--- src/rtl/interp_pkg.sv ---
// rtl/interp_pkg.sv - shared types and widths for the interpolator output path
package interp_pkg;
  localparam int Z_W = 16;
  localparam int A_W = 4;

  typedef enum logic {
    IDLE  = 1'b0,
    SHIFT = 1'b1
  } ser_state_t;
endpackage

--- src/rtl/interp_fifo.sv ---
// rtl/interp_fifo.sv - synchronous word FIFO with registered full/empty flags
module interp_fifo
  import interp_pkg::*;
#(
  parameter int DEPTH = 4
) (
  input  logic           clk,
  input  logic           rst,
  input  logic           i_push,
  input  logic [Z_W-1:0] i_wdata,
  input  logic           i_pop,
  output logic [Z_W-1:0] o_rdata,
  output logic           o_full,
  output logic           o_empty
);
  localparam int AW = $clog2(DEPTH);
  localparam int CW = AW + 1;

  logic [Z_W-1:0] r_mem [DEPTH];
  logic [AW-1:0]  r_wr_ptr;
  logic [AW-1:0]  r_rd_ptr;
  logic [CW-1:0]  r_count;
  logic           r_full;
  logic           r_empty;
  logic           w_push;
  logic           w_pop;
  logic [CW-1:0]  w_count_nxt;

  assign w_push  = i_push && !r_full;
  assign w_pop   = i_pop && !r_empty;
  assign o_rdata = r_mem[r_rd_ptr];
  assign o_full  = r_full;
  assign o_empty = r_empty;

  always_comb begin
    w_count_nxt = r_count;
    if (w_push && !w_pop) begin
      w_count_nxt = r_count + 1'b1;
    end else if (!w_push && w_pop) begin
      w_count_nxt = r_count - 1'b1;
    end
  end

  always_ff @(posedge clk) begin
    if (w_push) begin
      r_mem[r_wr_ptr] <= i_wdata;
    end
  end

  // Flags are registered from the next count so they never see a same-cycle pop.
  always_ff @(posedge clk) begin
    if (rst) begin
      r_wr_ptr <= '0;
      r_rd_ptr <= '0;
      r_count  <= '0;
      r_full   <= 1'b0;
      r_empty  <= 1'b1;
    end else begin
      if (w_push) begin
        r_wr_ptr <= r_wr_ptr + 1'b1;
      end
      if (w_pop) begin
        r_rd_ptr <= r_rd_ptr + 1'b1;
      end
      r_count <= w_count_nxt;
      r_full  <= (w_count_nxt == CW'(DEPTH));
      r_empty <= (w_count_nxt == '0);
    end
  end
endmodule

--- src/rtl/interp_serializer.sv ---
// rtl/interp_serializer.sv - buffers interpolated words and streams them MSB-first
module interp_serializer
  import interp_pkg::*;
#(
  parameter int DIV   = 2,
  parameter int DEPTH = 4
) (
  input  logic           clk,
  input  logic           rst,
  input  logic [Z_W-1:0] z_data,
  input  logic           z_valid,
  output logic           z_ready,
  output logic           bit_out,
  output logic           bit_valid,
  output logic           frame_start,
  output logic           underrun
);
  localparam int DW = (DIV > 1) ? $clog2(DIV) : 1;

  ser_state_t     r_state;
  logic [Z_W-1:0] r_shreg;
  logic [A_W-1:0] r_bit_cnt;
  logic [DW-1:0]  r_div_cnt;
  logic           r_bit_valid;
  logic           r_frame_start;
  logic           r_underrun;

  logic [Z_W-1:0] w_rd_data;
  logic           w_full;
  logic           w_empty;
  logic           w_push;
  logic           w_pop;
  logic           w_div_wrap;
  logic           w_frame_end;

  assign w_push      = z_valid && !w_full;
  assign w_div_wrap  = (r_div_cnt == DW'(DIV - 1));
  assign w_frame_end = (r_state == SHIFT) && w_div_wrap && (r_bit_cnt == '0);
  assign w_pop       = !w_empty && ((r_state == IDLE) || w_frame_end);

  interp_fifo #(
    .DEPTH(DEPTH)
  ) u_fifo (
    .clk    (clk),
    .rst    (rst),
    .i_push (w_push),
    .i_wdata(z_data),
    .i_pop  (w_pop),
    .o_rdata(w_rd_data),
    .o_full (w_full),
    .o_empty(w_empty)
  );

  // The shift register is cleared in IDLE, so its MSB doubles as the idle-low bit_out.
  always_ff @(posedge clk) begin
    if (rst) begin
      r_state       <= IDLE;
      r_shreg       <= '0;
      r_bit_cnt     <= '0;
      r_div_cnt     <= '0;
      r_bit_valid   <= 1'b0;
      r_frame_start <= 1'b0;
      r_underrun    <= 1'b0;
    end else begin
      r_frame_start <= 1'b0;
      r_underrun    <= 1'b0;
      if (w_pop) begin
        r_state       <= SHIFT;
        r_shreg       <= w_rd_data;
        r_bit_cnt     <= A_W'(Z_W - 1);
        r_div_cnt     <= '0;
        r_bit_valid   <= 1'b1;
        r_frame_start <= 1'b1;
      end else if (r_state == SHIFT) begin
        if (w_frame_end) begin
          r_state     <= IDLE;
          r_shreg     <= '0;
          r_div_cnt   <= '0;
          r_bit_valid <= 1'b0;
          r_underrun  <= 1'b1;
        end else if (w_div_wrap) begin
          r_shreg   <= {r_shreg[Z_W-2:0], 1'b0};
          r_bit_cnt <= r_bit_cnt - 1'b1;
          r_div_cnt <= '0;
        end else begin
          r_div_cnt <= r_div_cnt + 1'b1;
        end
      end
    end
  end

  assign z_ready     = !w_full;
  assign bit_out     = r_shreg[Z_W-1];
  assign bit_valid   = r_bit_valid;
  assign frame_start = r_frame_start;
  assign underrun    = r_underrun;
endmodule
--- config.mk ---
export PLATFORM = sky130hd
export DESIGN_NAME = interp_serializer
export DESIGN_NICKNAME = d
export VERILOG_FILES = /design/src/rtl/interp_pkg.sv /design/src/rtl/interp_fifo.sv /design/src/rtl/interp_serializer.sv
export SDC_FILE = /design/constraint.sdc
export NUM_CORES = 1
export LEC_CHECK = 0
export ABC_AREA = 0
export CORE_ASPECT_RATIO = 1.2
export CORE_UTILIZATION = 30
export DETAILED_ROUTE_END_ITERATION = 16
export PLACE_DENSITY = 0.47
export SKIP_LAST_GASP = 1
export SLEW_MARGIN = 0
export SYNTH_ARGS = -nofsm -noshare
export SYNTH_HDL_FRONTEND = slang
export SYNTH_HIERARCHICAL = 1
export SYNTH_SLANG_ARGS = --single-unit
--- constraint.sdc ---
create_clock -name clk -period 2.3 [get_ports clk]
set_input_delay 0.46 -clock clk [delete_from_list [all_inputs] [get_ports clk]]
set_output_delay 0.46 -clock clk [all_outputs]
set_load 0.05 [all_outputs]
# ---- Yosys cells after proc, flatten, opt, wreduce, memory -nomap -nowiden
# Memory sizes are Yosys's and may differ from the RTL's. A register that Yosys moved wholly into a read port is not among the register bits.
# Index checks and enable logic that the tools add are counted.
dict set report totals {
  regBits 34
  ramBits 64
  inputBits 19
  out_inout_bits 5
  word_cells 70
  n_memories 1
}
dict set report classes {
  addsub 6
  n_eq_ne 2
  mux 24
  n_bitwise 1
  reduce_logical 24
}
# memory depth word_bits read_ports rd_ports_with_merged_regs write_ports line
set memory_table {}
lappend memory_table {u_fifo.r_mem 4 16 1 1 1 interp_fifo.sv:19} ;# logic [Z_W-1:0] r_mem [DEPTH];
# cell n
set op_table {}
lappend op_table {{$mux 16} 4}
lappend op_table {{$mux 4} 4}
lappend op_table {{$mux 1} 12}
lappend op_table {{$logic_and 1x1->1} 8}
lappend op_table {{$mux 3} 2}
lappend op_table {{$reduce_bool 2->1} 3}
lappend op_table {{$add 2x1->2 const B} 2}
lappend op_table {{$logic_not 1->1} 4}
lappend op_table {{$logic_not 4->1} 1}
lappend op_table {{$mux 2} 2}
lappend op_table {{$reduce_and 2->1} 2}
lappend op_table {{$sub 4x1->4 const B} 1}
lappend op_table {{$add 3x1->3 const B} 1}
lappend op_table {{$eq 3x3->1 const B} 1}
lappend op_table {{$logic_not 3->1} 1}
lappend op_table {{$reduce_and 3->1} 1}
lappend op_table {{$reduce_bool 3->1} 1}
lappend op_table {{$reduce_or 3->1} 1}
lappend op_table {{$sub 3x1->3 const B} 1}
lappend op_table {{$ne 2x1->1 const B} 1}
lappend op_table {{$reduce_or 2->1} 1}
lappend op_table {{$add 1x1->1 const B} 1}
lappend op_table {{$logic_or 1x1->1} 1}
lappend op_table {{$not 1->1} 1}

# ---- Longest topological paths before layout
dict set report depth {
  word_depth 9
  ltp_mapped 10
  mapped_depth_nobuf 9
}

# ---- Cells and area by module
# Netlist, hierarchy kept.
# mod n_inst cells_per_inst area_each_um2 seq_area_each_um2
set modules_own_cells {}
lappend modules_own_cells {interp_fifo 1 154 2935.3 2142.1}
lappend modules_own_cells {interp_serializer 1 142 1252.5 500.5}

# ---- Least setup slack after synthesis
# Ideal clock, no wire load.
dict set report synth_timing {
  path_type {register -> register}
  startpoint {register u_fifo.r_empty (netlist: u_fifo/o_empty)}
  endpoint {register u_fifo.r_full (netlist: u_fifo/o_full)}
  setup_ns 0.134
  t_arrival_ns 1.791
  t_required_ns 2.166
  path_slack_ns 0.376
  path_stages_with_launch 9
  n_path_buf 2
  synth_period_minus_slack_ns 1.924
  cell_sequence {dfxtp_1 > clkbuf_1 > a21o_1 > inv_1 > nor2b_2 > buf_4 > xnor2_2 > a311oi_2 > nor4_1}
}
dict set report synth_between {
  elab_chain_cells 7
  elab_cells_between_ends 9
  cone_classes {1 x eq/ne; 2 x mux; 6 x reduce/logical}
}
# element line
set synth_rtl {}
lappend synth_rtl {{start: declaration} interp_fifo.sv:24} ;# logic r_empty;
lappend synth_rtl {{start signal: assignment} interp_fifo.sv:67} ;# r_empty <= (w_count_nxt == '0);
lappend synth_rtl {{$logic_not 1->1 (*)} interp_serializer.sv:39} ;# assign w_pop = !w_empty && ((r_state == IDLE) || w_frame_end);
lappend synth_rtl {{$logic_and 1x1->1 (*)} interp_serializer.sv:39}
lappend synth_rtl {{net w_pop} interp_serializer.sv:32} ;# logic w_pop;
lappend synth_rtl {{$logic_and 1x1->1 (*)} interp_fifo.sv:30} ;# assign w_pop = i_pop && !r_empty;
lappend synth_rtl {{$logic_and 1x1->1 or $logic_not 1->1 (tied branches)} {interp_fifo.sv:39, interp_fifo.sv:37}}
lappend synth_rtl {{$mux 3 or $logic_and 1x1->1 (tied branches)} {interp_fifo.sv:39, interp_fifo.sv:37}}
lappend synth_rtl {{$mux 3 (*)} interp_fifo.sv:37} ;# if (w_push && !w_pop) begin
lappend synth_rtl {{$eq 3x3->1 (*)} interp_fifo.sv:66} ;# r_full <= (w_count_nxt == CW'(DEPTH));
lappend synth_rtl {{end signal: assignment} interp_fifo.sv:66}
lappend synth_rtl {{end: declaration} interp_fifo.sv:23} ;# logic r_full;
# The timed path passes the listed nets; every way through them passes the cells marked *.
# A chain may end at the register's enable or synchronous reset.

# ---- Worst setup path in the final report
dict set report layout_timing {
  startpoint {register r_bit_cnt[0]}
  endpoint {register u_fifo.r_full (netlist: u_fifo/o_full)}
}
dict set report layout_between {
  elab_chain_cells 9
  elab_cells_between_ends 11
  cone_classes {1 x eq/ne; 2 x mux; 8 x reduce/logical}
}
# element line
set layout_rtl {}
lappend layout_rtl {{start: declaration} interp_serializer.sv:22} ;# logic [A_W-1:0] r_bit_cnt;
lappend layout_rtl {{start signal: assignment} interp_serializer.sv:70} ;# r_bit_cnt <= A_W'(Z_W - 1);
lappend layout_rtl {{start signal: assignment} interp_serializer.sv:83} ;# r_bit_cnt <= r_bit_cnt - 1'b1;
lappend layout_rtl {{$logic_not 4->1 (*)} interp_serializer.sv:38} ;# assign w_frame_end = (r_state == SHIFT) && w_div_wrap && (r_bit_cnt == '0);
lappend layout_rtl {{$logic_and 1x1->1 (*)} interp_serializer.sv:38}
lappend layout_rtl {{$logic_or 1x1->1 (*)} interp_serializer.sv:39}
lappend layout_rtl {{$logic_and 1x1->1 (*)} interp_serializer.sv:39}
lappend layout_rtl {{net w_pop} interp_serializer.sv:32}
lappend layout_rtl {{$logic_and 1x1->1 (*)} interp_fifo.sv:30}
lappend layout_rtl {{$logic_and 1x1->1 or $logic_not 1->1 (tied branches)} {interp_fifo.sv:39, interp_fifo.sv:37}}
lappend layout_rtl {{$mux 3 or $logic_and 1x1->1 (tied branches)} {interp_fifo.sv:39, interp_fifo.sv:37}}
lappend layout_rtl {{$mux 3 (*)} interp_fifo.sv:37}
lappend layout_rtl {{$eq 3x3->1 (*)} interp_fifo.sv:66}
# Marked as above.

==> flow_summary.json <==
{
  "async_flop_share_pct": 0,
  "firstDrtPassIters": 4,
  "netlist_top_cells_count": "edfxtp_1 (64), dfxtp_1 (36), nor2_1 (29), nor3_1 (19), mux4_2 (16)",
  "diodes": 0,
  "insertion_delay_ns": 0.35,
  "area_growth_pct": 19.0,
  "hold_path.class": "flop to flop",
  "clk_pin_slew_ns": 0.07,
  "cpMaxStageDelayCell": "dfxtp_1",
  "rsz0062_at_grt": "false",
  "cts-resized-gates": 0,
  "netlist_instances": 296,
  "antenna_found_initial": 0,
  "cts.sinks": 100,
  "ant_nets": 0,
  "drv_cap": 0,
  "routabilityCongestion": 0.709,
  "yosysMostFrequentCell": "edfxtp_1",
  "cts-root-buf": "clkbuf_16",
  "holdBufCountCts": 0,
  "synth_flop_cell": "edfxtp_1",
  "die-area_mm2": 0.0144,
  "tns_ns": 0,
  "grtUsageTotal_pct": 12.3,
  "cp.required_ns": 2.52,
  "ys_warn_count": 6,
  "critPathLaunchType": "flop",
  "synth.top_cell.area_share_pct": 45.9,
  "grt_pass1_vias": 2492,
  "setup_ws_ns": 0.238,
  "skew_ns": 0.00948,
  "cp.arrival_ns": 2.28,
  "critPathMaxFanout": 7,
  "post_drt_wl_per_cell_um": 16.4,
  "cts_setup_buffers": 0,
  "start_util_pct": 31.2,
  "gr-total-overflow": 0,
  "power.density_mw_per_mm2": 1210,
  "cp_cell_sequence": "inv_1 > ha_1 > nand4bb_1 > a21o_1 > inv_1 > or2b_4 > nand3_1 > nor3b_1 > nor4_1",
  "max_clock_freq_ghz": 0.485,
  "crit_type": "flop to flop",
  "vias_per_cell": 4.97,
  "path_buf_inv": 2,
  "rows": 46,
  "crit_path_frequent_cell": "inv_1",
  "min-delay-start": "bit_valid$_SDFFE_PP0P_",
  "synth_edf_count": 64,
  "cts_tree": "built",
  "port-buffer-count": 23,
  "period_share_pct": 89.6,
  "netlist_area_mm2": 0.00419,
  "relSlewSlack_pct": 53.8,
  "fin_nets": 349,
  "hpwlAfterDp_um": 5220,
  "die_w_um": 110,
  "finalWirelength_um": 8100,
  "ios": 24,
  "post-place-ws_ns": 0.183,
  "syn-num-nets": 323,
  "yosys.area.top_type": "edfxtp_1",
  "drive_above_1_share_pct": 15.9,
  "p_leak_uw": 0.00169,
  "max_stage_delay_ns": 0.33,
  "grt_max_degree": 30,
  "drt_iter0_markers": 192,
  "synth.avg_cell_area_um2": 14.1,
  "endpoint_kind": "flop",
  "remaining_drc_errors": 0,
  "status": "complete, no violations",
  "die_h_um": 131,
  "h-tree-depth": 3,
  "slew_viol_final": 0,
  "hold_violations": 0,
  "critical_path.top_delay_family": "simple AND/OR/NAND/NOR gates",
  "cts_max_path_buffers": 2,
  "core_region_area_mm2": 0.0134,
  "worst_pin_slew_ns": 0.692,
  "setup_viol": 0,
  "yosysSeqAreaShare_pct": 63.1,
  "min_period_ns": 2.06,
  "ir_drop_mv": 0.451,
  "ys_ff_latch": 100,
  "r2r_start": "r_bit_cnt[0]$_SDFFE_PP0P_",
  "synth_area_leaders": "edfxtp_1 (46%), dfxtp_1 (17%), mux4_2 (8.6%)",
  "grt_pass1_wl_um": 13200,
  "critPathLaunch": "r_bit_cnt[0]$_SDFFE_PP0P_",
  "ys_types": 47,
  "cts_buffers": 9,
  "num_vias": 2460
}
[cells in the final DEF (no fill, tap or decap), drive strengths merged, types with 4 or more instances in the layout]
| cell | synthesis | final |
|---|---|---|
| dfxtp | 36 | 36 |
| ha | 8 | 8 |
| buf | 11 | 10 |
| inv | 11 | 13 |
| a222oi | 15 | 15 |
| edfxtp | 64 | 64 |
| nor2 | 30 | 30 |
| clkbuf | 7 | 9 |
| nand2 | 9 | 9 |
| nor3 | 19 | 19 |
| nand3 | 4 | 4 |
| a21oi | 7 | 7 |
| and2 | 4 | 4 |
| or3 | 15 | 15 |
| xnor2 | 5 | 5 |
| clkdlybuf4s50 | 0 | 23 |
| a211oi | 4 | 4 |
| nor2b | 5 | 5 |
| mux4 | 16 | 16 |
[through the flow]
stage / hold WS, ns / util, % / std cells / total power (uW) / cell area (um^2)
after floorplan: 0.453 / - / 296 / 3990 / 4190
after CTS: 0.489 / 37.1 / 495 / 6080 / 4980
after global routing: 0.513 / 37.2 / 495 / 6390 / 4980
after detailed placement: 0.473 / 34.9 / 479 / 4530 / 4680
final: 0.483 / 37.2 / 495 / 6010 / 4980
after global placement: 0.476 / 34.9 / 479 / 4510 / 4680
[flip-flops by register name (all words and copies together) (netlist names), 2 cells and up, named ones only]
signal	cells
r_bit_cnt	4
r_shreg	16
u_fifo/r_mem	64
u_fifo/r_wr_ptr	2
u_fifo/r_count	3
u_fifo/r_rd_ptr	2
[report_power, final]
group          switching (uW)  leakage, uW  total, uW  internal, uW
clock network             683     0.000141       1530           851
registers                 228     0.000884       2550          2320
logic                    1080     0.000666       1930           842
[cell type report]
class	instances	area (um^2)
fill	1279	8430
sequential	100	2640
multi-input combinational	167	1410
timing repair buffer	33	380
clock buffer	9	225
tap	168	210
clock inverter	7	75.1
inverter	11	41.3
[logic make-up after synthesis]
kind of cell               Yosys count  share of synthesized area (%)
buffers and inverters               29                           3.44
adders and majority gates            8                           2.39
muxes                               16                           8.60
and+or+nand+nor                     98                           12.7
AOI/OAI and AO/OA                   39                           8.31
DFF                                100                           63.1
xor gates and xnor gates             6                           1.43
[layer usage]
metal / share of wire, % / global-route usage, % / wire length [um]
met5: 0 / 0 / 0
met4: 2.1 / 6.00 / 173
met3: 2.6 / 2.38 / 212
met2: 49 / 19.7 / 4010
met1: 46 / 15.7 / 3710
[path summary, 6_finish.rpt]
path / endpoint / slack, ns / cells past startpoint
worst max-delay path: u_fifo/o_full$_SDFF_PP0_ / 0.24 / 9
worst min-delay path: bit_valid$_SDFFE_PP0P_ / 0.48 / 1
worst max register to register: u_fifo/o_full$_SDFF_PP0_ / 0.24 / 9
worst min register to register: bit_valid$_SDFFE_PP0P_ / 0.48 / 1
Power figures use the tool's default switching activity.
